### src/rtl/skywater_lvlshift_rx_sync.sv
// Receive-side synchronizer for a bank of up-level-shifted signals.
// Isolates the shifter outputs while the source supply is absent or settling,
// synchronizes and glitch-filters every bit, and reports clean edges.
module skywater_lvlshift_rx_sync #(
    parameter int WIDTH         = 4,
    parameter int SYNC_STAGES   = 2,
    parameter int SETTLE_CYCLES = 16,
    parameter int FILT_CYCLES   = 3
) (
    input  logic             clk,
    input  logic             rst,
    input  logic             in_pwr_good,
    input  logic [WIDTH-1:0] data_in,
    output logic [WIDTH-1:0] data_out,
    output logic [WIDTH-1:0] rise,
    output logic [WIDTH-1:0] fall,
    output logic             active,
    output logic             iso_en
);

    localparam int FCW = $clog2(FILT_CYCLES + 1);
    localparam int SCW = $clog2(SETTLE_CYCLES + 1);
    localparam logic [FCW-1:0] FILT_LAST   = FCW'(FILT_CYCLES - 1);
    localparam logic [SCW-1:0] SETTLE_LAST = SCW'(SETTLE_CYCLES - 1);

    typedef enum logic [1:0] {
        ST_ISO    = 2'd0,
        ST_SETTLE = 2'd1,
        ST_ACTIVE = 2'd2
    } state_t;

    // Synchronizer chains: index 0 is the first flop, the last index feeds logic.
    logic [SYNC_STAGES-1:0]            pg_sync_q;
    logic [SYNC_STAGES-1:0][WIDTH-1:0] din_sync_q;
    logic                              pg_s;
    logic [WIDTH-1:0]                  din_s;

    state_t                      state_q, state_d;
    logic [SCW-1:0]              settle_cnt_q, settle_cnt_d;
    logic [WIDTH-1:0][FCW-1:0]   filt_cnt_q, filt_cnt_d;
    logic [WIDTH-1:0]            data_out_q, data_out_d;
    logic [WIDTH-1:0]            rise_q, rise_d;
    logic [WIDTH-1:0]            fall_q, fall_d;
    logic                        active_q;
    logic                        iso_en_q;

    assign pg_s  = pg_sync_q[SYNC_STAGES-1];
    assign din_s = din_sync_q[SYNC_STAGES-1];

    // Multi-flop synchronizers for power-good and data; they run in every state.
    always_ff @(posedge clk) begin
        if (rst) begin
            pg_sync_q  <= '0;
            din_sync_q <= '0;
        end else begin
            pg_sync_q  <= {pg_sync_q[SYNC_STAGES-2:0], in_pwr_good};
            din_sync_q <= {din_sync_q[SYNC_STAGES-2:0], data_in};
        end
    end

    // Isolation sequencing, settle counting and per-bit glitch filtering.
    always_comb begin
        state_d      = state_q;
        settle_cnt_d = settle_cnt_q;
        filt_cnt_d   = filt_cnt_q;
        data_out_d   = data_out_q;
        rise_d       = '0;
        fall_d       = '0;

        case (state_q)
            ST_ISO: begin
                settle_cnt_d = '0;
                filt_cnt_d   = '0;
                data_out_d   = '0;
                if (pg_s) begin
                    // The edge that first sees pg_s high is itself one good cycle.
                    if (SETTLE_CYCLES == 1) begin
                        state_d    = ST_ACTIVE;
                        data_out_d = din_s;
                    end else begin
                        state_d      = ST_SETTLE;
                        settle_cnt_d = SCW'(1);
                    end
                end else begin
                    state_d = ST_ISO;
                end
            end

            ST_SETTLE: begin
                filt_cnt_d = '0;
                data_out_d = '0;
                if (!pg_s) begin
                    state_d      = ST_ISO;
                    settle_cnt_d = '0;
                end else if (settle_cnt_q == SETTLE_LAST) begin
                    // Initial load is taken as-is with no edge pulses.
                    state_d      = ST_ACTIVE;
                    settle_cnt_d = '0;
                    data_out_d   = din_s;
                end else begin
                    settle_cnt_d = settle_cnt_q + SCW'(1);
                end
            end

            ST_ACTIVE: begin
                settle_cnt_d = '0;
                if (!pg_s) begin
                    // Supply loss clamps immediately, silently, mid-filter or not.
                    state_d    = ST_ISO;
                    filt_cnt_d = '0;
                    data_out_d = '0;
                end else begin
                    for (int i = 0; i < WIDTH; i++) begin
                        if (din_s[i] != data_out_q[i]) begin
                            if (filt_cnt_q[i] == FILT_LAST) begin
                                data_out_d[i] = din_s[i];
                                filt_cnt_d[i] = '0;
                                rise_d[i]     = din_s[i];
                                fall_d[i]     = ~din_s[i];
                            end else begin
                                filt_cnt_d[i] = filt_cnt_q[i] + FCW'(1);
                            end
                        end else begin
                            filt_cnt_d[i] = '0;
                        end
                    end
                end
            end

            default: begin
                state_d      = ST_ISO;
                settle_cnt_d = '0;
                filt_cnt_d   = '0;
                data_out_d   = '0;
            end
        endcase
    end

    // State and registered outputs; reset forces isolation.
    always_ff @(posedge clk) begin
        if (rst) begin
            state_q      <= ST_ISO;
            settle_cnt_q <= '0;
            filt_cnt_q   <= '0;
            data_out_q   <= '0;
            rise_q       <= '0;
            fall_q       <= '0;
            active_q     <= 1'b0;
            iso_en_q     <= 1'b1;
        end else begin
            state_q      <= state_d;
            settle_cnt_q <= settle_cnt_d;
            filt_cnt_q   <= filt_cnt_d;
            data_out_q   <= data_out_d;
            rise_q       <= rise_d;
            fall_q       <= fall_d;
            active_q     <= (state_d == ST_ACTIVE);
            iso_en_q     <= (state_d != ST_ACTIVE);
        end
    end

    assign data_out = data_out_q;
    assign rise     = rise_q;
    assign fall     = fall_q;
    assign active   = active_q;
    assign iso_en   = iso_en_q;

endmodule

### config.mk
export PLATFORM = sky130hd
export DESIGN_NAME = skywater_lvlshift_rx_sync
export DESIGN_NICKNAME = d
export VERILOG_FILES = /design/src/rtl/skywater_lvlshift_rx_sync.sv
export SDC_FILE = /design/constraint.sdc
export NUM_CORES = 1
export LEC_CHECK = 0
export ABC_AREA = 1
export BUFFER_PORTS_ARGS = -buffer_cell sky130_fd_sc_hd__buf_2
export CORE_ASPECT_RATIO = 1.25
export CORE_UTILIZATION = 45
export CTS_BUF_LIST = sky130_fd_sc_hd__clkbuf_16
export DETAILED_ROUTE_END_ITERATION = 16
export REMOVE_ABC_BUFFERS = 1
export SLEW_MARGIN = 20
export SYNTH_ARGS = -nofsm -noshare
export SYNTH_HDL_FRONTEND = slang
export SYNTH_SLANG_ARGS = --single-unit
### constraint.sdc
create_clock -name clk -period 1.5 [get_ports clk]
set_input_delay 0.3 -clock clk [delete_from_list [all_inputs] [get_ports clk]]
set_output_delay 0.3 -clock clk [all_outputs]
set_load 0.05 [all_outputs]
* After elaboration in Yosys (flattened, before gate mapping)
Index checks and enable logic that the tools add are counted.
** Word-level totals
- Logic and storage cells :: 97
- Output and inout port bits :: 14
- Flip-flop bits (word level) :: 39
- Bits of input ports :: 7
** Operators by class
- Reduce and logical (&&, ||, !) cells :: 13
- Bitwise gates (word level) :: 14
- $add $sub $neg :: 5
- Muxes and demuxes :: 21
- Eq/ne operators :: 21
** Operators with widths (count)
- OR reduction 5 bit :: 8
- inequality test 3 bit (second input constant) :: 8
- NOT 1 bit :: 14
- == test 2 bit (second input constant) :: 6
- two-way mux 4 bit :: 3
- two-way mux 1 bit :: 10
- two-way mux 5 bit :: 2
- case mux 5 bit (2 select lines) :: 1
- adder 2 x 1 -> 2 bit (second input constant) :: 4
- case mux 4 bit (2 select lines) :: 1
- AND reduction 2 bit :: 4
- two-way mux 2 bit :: 3
- case mux 2 bit (3 select lines) :: 1
- adder 5 x 1 -> 5 bit (second input constant) :: 1
- == test 5 x 4 -> 1 bit (second input constant) :: 1
- inequality test 1 bit :: 4
- == test 2 x 1 -> 1 bit (second input constant) :: 1
- logical NOT 2 bit :: 1
- inequality test 2 bit (second input constant) :: 1

* Longest topological paths before layout
- Word-level depth :: 5
- Gate-level depth with buffers :: 9
- Gate-level depth less buffers :: 9

* Least setup slack after synthesis
No wires, ideal clock.
- Kind :: register to register
- Start point :: register data_out_q[0] (netlist: data_out[0])
- End point :: register data_out_q[0] (netlist: data_out[0])
- Cell stages (with the launch flop) :: 7
- Buffers on the path :: 0
- Clock period less this slack :: 1227 ps
- Required time :: 1430 ps
- Library setup time :: 70 ps
- Slack :: 273 ps
- Arrival time :: 1157 ps
- Cell sequence :: dfxtp_1 -> inv_1 -> nand2_1 -> nand3_1 -> nand2_1 -> nand3_1 -> a21oi_1
** On the way
- Longest elaborated chain between the ends :: 3
** Ends and longest elaborated chain
- start: declaration :: line 41 : logic [WIDTH-1:0] data_out_q, data_out_d;
- start signal: assignment :: line 154 : data_out_q <= data_out_d;
- inequality test 1 bit :: line 114 : if (din_s[i] != data_out_q[i]) begin
- inequality test 3 bit (no line)
- AND reduction 2 bit (no line)
Every way passes these cells.
A chain may end at the register's enable or synchronous reset.

* Worst setup path after layout
- Start point :: register state_q[0]
- End point :: register data_out_q[0] (netlist: data_out[0])
** On the way
- Longest elaborated chain between the ends :: 3
- Elaborated cells between the ends (all ways) :: 6
- Classes of those cells :: 4 x eq/ne; 1 x mux; 1 x reduce/logical
** Ends and longest elaborated chain
- start: declaration :: line 38 : state_t state_q, state_d;
- start signal: assignment :: line 151 : state_q <= state_d;
- == test 2 bit :: line 70 : case (state_q)
- inequality test 3 bit (no line)
- AND reduction 2 bit (no line)
Several ways; a longest one is shown, not always the timed one.

==> summary.md <==
| Metric | Value |
|---|---|
| Flops & latches, synth | 39 |
| Detail Route Antenna Nets | 0 |
| Post-place setup slack | ~0.13 ns |
| DRT iter0 DRCs | 28 |
| Endpoint type of the worst setup path | flop |
| Number of max-cap violations | 0 |
| Syn avg cell area | 8.06 um2 |
| Crit path buf inv count | 2 |
| RePlAce Congestion | roughly 0.80 |
| Post-route DRC | 0 |
| Synth Cell Area | 0.00154 mm2 |
| Leak | 0.000934 uW |
| Yosys cell types | 21 |
| Critical path arrival | 1.54 ns |
| WL final | ~2500 um |
| CTS Buffer Depth | 2 |
| Top Ports | 21 |
| Critical-path cell list | inv_1 -> ha_1 -> nand2_4 -> inv_1 -> nand2_1 -> nand3_1 -> a21oi_1 |
| Final worst setup slack | between 0.15 and 0.2 ns |
| GRT Util Overall | 16.7% |
| Worst-path clk slew | approximately 0.050 ns |
| DP HPWL | 1850 um |
| CP Launch Type | flop |
| Crit path max-delay cell type | dfxtp_2 |
| Pin count of the biggest net entering global routing | 23 |
| Die width | between 50 and 60 um |
| Clock latency on the worst-skew pair | approximately 0.28 ns |
| Final Hold Viols | 0 |
| Final setup TNS | 0 ns |
| Syn Inst Count | approximately 190 |
| VDD IR max | 865 uV |
| Crit path depth | 7 |
| Std-Cell Rows | 23 |
| Vias in the first global route | roughly 1,100 |
| Setup violations, final | 0 |
| Fmax | between 0.7 and 0.8 GHz |
| Core ar. | between 0.003 and 0.004 mm2 |
| Slew Viols, Final | 0 |
| Pwr Density | ~1100 mW/mm2 |
| YS warnings | 0 |
| Clock Skew | 0.00432 ns |
| R2r worst-path depth | 7 |
| Die area | 0.00366 mm2 |
| Post-CTS Hold Buffers | 0 |
| Top cells by area, synth | dfxtp_1 51%, inv_1 11%, ha_1 7.3% |
| WL per Instance | just under 10 um |
| CP Class | flop to flop |
| Clock tree root buffer cell | clkbuf_16 |
| Layout net count | 232 |
| Post-synth top area cell | dfxtp_1 |
| Commonest non-fill, non-tap cell in the layout | inv_1 |
| Top cell by count, worst path | inv_1 |
| Syn-to-layout area delta | 17.9% |
| Slew @ Worst Pin | around 0.41 ns |
| Sequential share of the synthesized area | just over 50% |
| Crit path max fanout | 8 |
| Hold Path Stages | 3 |
| CP top delay family | flip-flops |
| Final Critical Period | between 1 and 1.5 ns |
| Total power after layout | 2070 uW |
| Die height | 67.4 um |
| Layout cell share with drive strength beyond 1 | around 17% |
| Antenna violations before repair | 0 |
| Max stage delay on crit path | between 0.3 and 0.4 ns |
| Most frequent cells in the layout | 47 x inv_1, 38 x dfxtp_1, 24 x nor2_1, 24 x nand2_1, 20 x buf_2 |
| Fill cells | about 310 |
| Unrepaired setup endpoints after global routing | no |
| Worst min path class | input port to flop |
| Slew HR | between 70% and 80% |
| Initial Util | between 40% and 50% |
| Antenna Cells | 0 |
| Via Count | 1,196 |
| GRT overflow | 0 |
| Final worst-path cycle share | between 80% and 90% |
| Yosys top cell area share | between 50% and 60% |
| WP data required | around 1.7 ns |
| DR pass1 iterations | 4 |
| Clk sink count | 39 |
| Global-route wire length before repair | 4220 um |
| Total number of H-tree levels | 2 |
| Status | completed |
| CTS tree | built |
| Buffers on Ports | 20 |
| Via density | between 4 and 5 |
| Total CTS buffers | 5 |
[synth_stat cells]
library cell and number:
o21ai_1 1, nand2_1 24, o21ai_0 1, xor2_1 1, nand3_2 1, nand2_2 3, nor2_4 2, nor3_1 3
dfxtp_1 39, inv_2 1, nand3_1 16, nand4_1 9, nor2_1 24, o22ai_1 1, a21oi_2 1, buf_2 2
nor4_1 1, nand2_4 1, ha_1 9, a21oi_1 6, inv_1 45
[power by group]
group          switching, uW  internal [uW]
clock network            367            599
registers               9.33           1050
logic                   26.3           15.5
total                    402           1670
[layer usage]
metal  global-route usage [%]  routed length, um  part of all wire, %
met1                     18.1               1120                   45
met2                     25.6               1210                   48
met3                     7.43                112                  4.5
met4                     11.2                 63                  2.5
met5                        0                  0                    0
[cells by family (layout without fill, tap and decap cells)]
logic type / count (synthesis) / after routing / synth area share [%]
and+or+nand+nor: 84 / 84 / 26.0
buffers and inverters: 48 / 74 / 11.9
DFF: 39 / 39 / 50.7
AOI/OAI and AO/OA: 10 / 10 / 3.57
adders and majority gates: 9 / 9 / 7.31
xor gates and xnor gates: 1 / 1 / 0.569
[path summary, 6_finish.rpt]
check / slack, ns / startpoint / to
worst min register to register: 0.40 / pg_sync_q[0] / pg_sync_q[1]
worst min-delay path: 0.22 / data_in[3] / din_sync_q[3]
worst max-delay path: 0.16 / state_q[0] / data_out[0]
worst max register to register: 0.16 / state_q[0] / data_out[0]
[metrics by stage]
step	cell area, um2	util, %	hold slack, ns	cells
3_5_place_dp	1680	52.0	0.392	246
3_3_place_gp	1680	52.0	0.390	246
4_1_cts	1810	56.3	0.215	254
2_1_floorplan	1530	-	0.369	189
6_report	1820	56.3	0.221	254
5_1_grt	1820	56.3	0.226	254
[final cells by class]
cell class	count	area, um2	share of cell area [%]
Multi-Input combinational cell	104	577	31.8
Inverter	46	173	9.51
Sequential cell	39	782	43.1
Tap cell	37	46.3	2.55
Clock inverter	3	12.5	0.689
Timing Repair Buffer	20	100	5.51
Clock buffer	5	125	6.89
[flip-flops by register name, indices dropped and copies added, names as in the netlist]
signal / cells
fall: 4
din_s: 4
active: 1
pg_sync_q: 2
data_out: 4
state_q: 2
filt_cnt_q: 8
iso_en: 1
rise: 4
settle_cnt_q: 5
din_sync_q: 4
[worst reg2reg max path: stages (launching register included)]
cell and delay (ns):
dfxtp_2 0.36, inv_1 0.07, ha_1 0.22, nand2_4 0.14, inv_1 0.14, nand2_1 0.10
nand3_1 0.08, a21oi_1 0.15
[repair_timing]
action	4_1_cts	5_1_grt
resized for setup	0	1
setup endpoints to repair	0	2
setup buffers	0	0
Note: power is estimated with default switching activity, not from simulation.
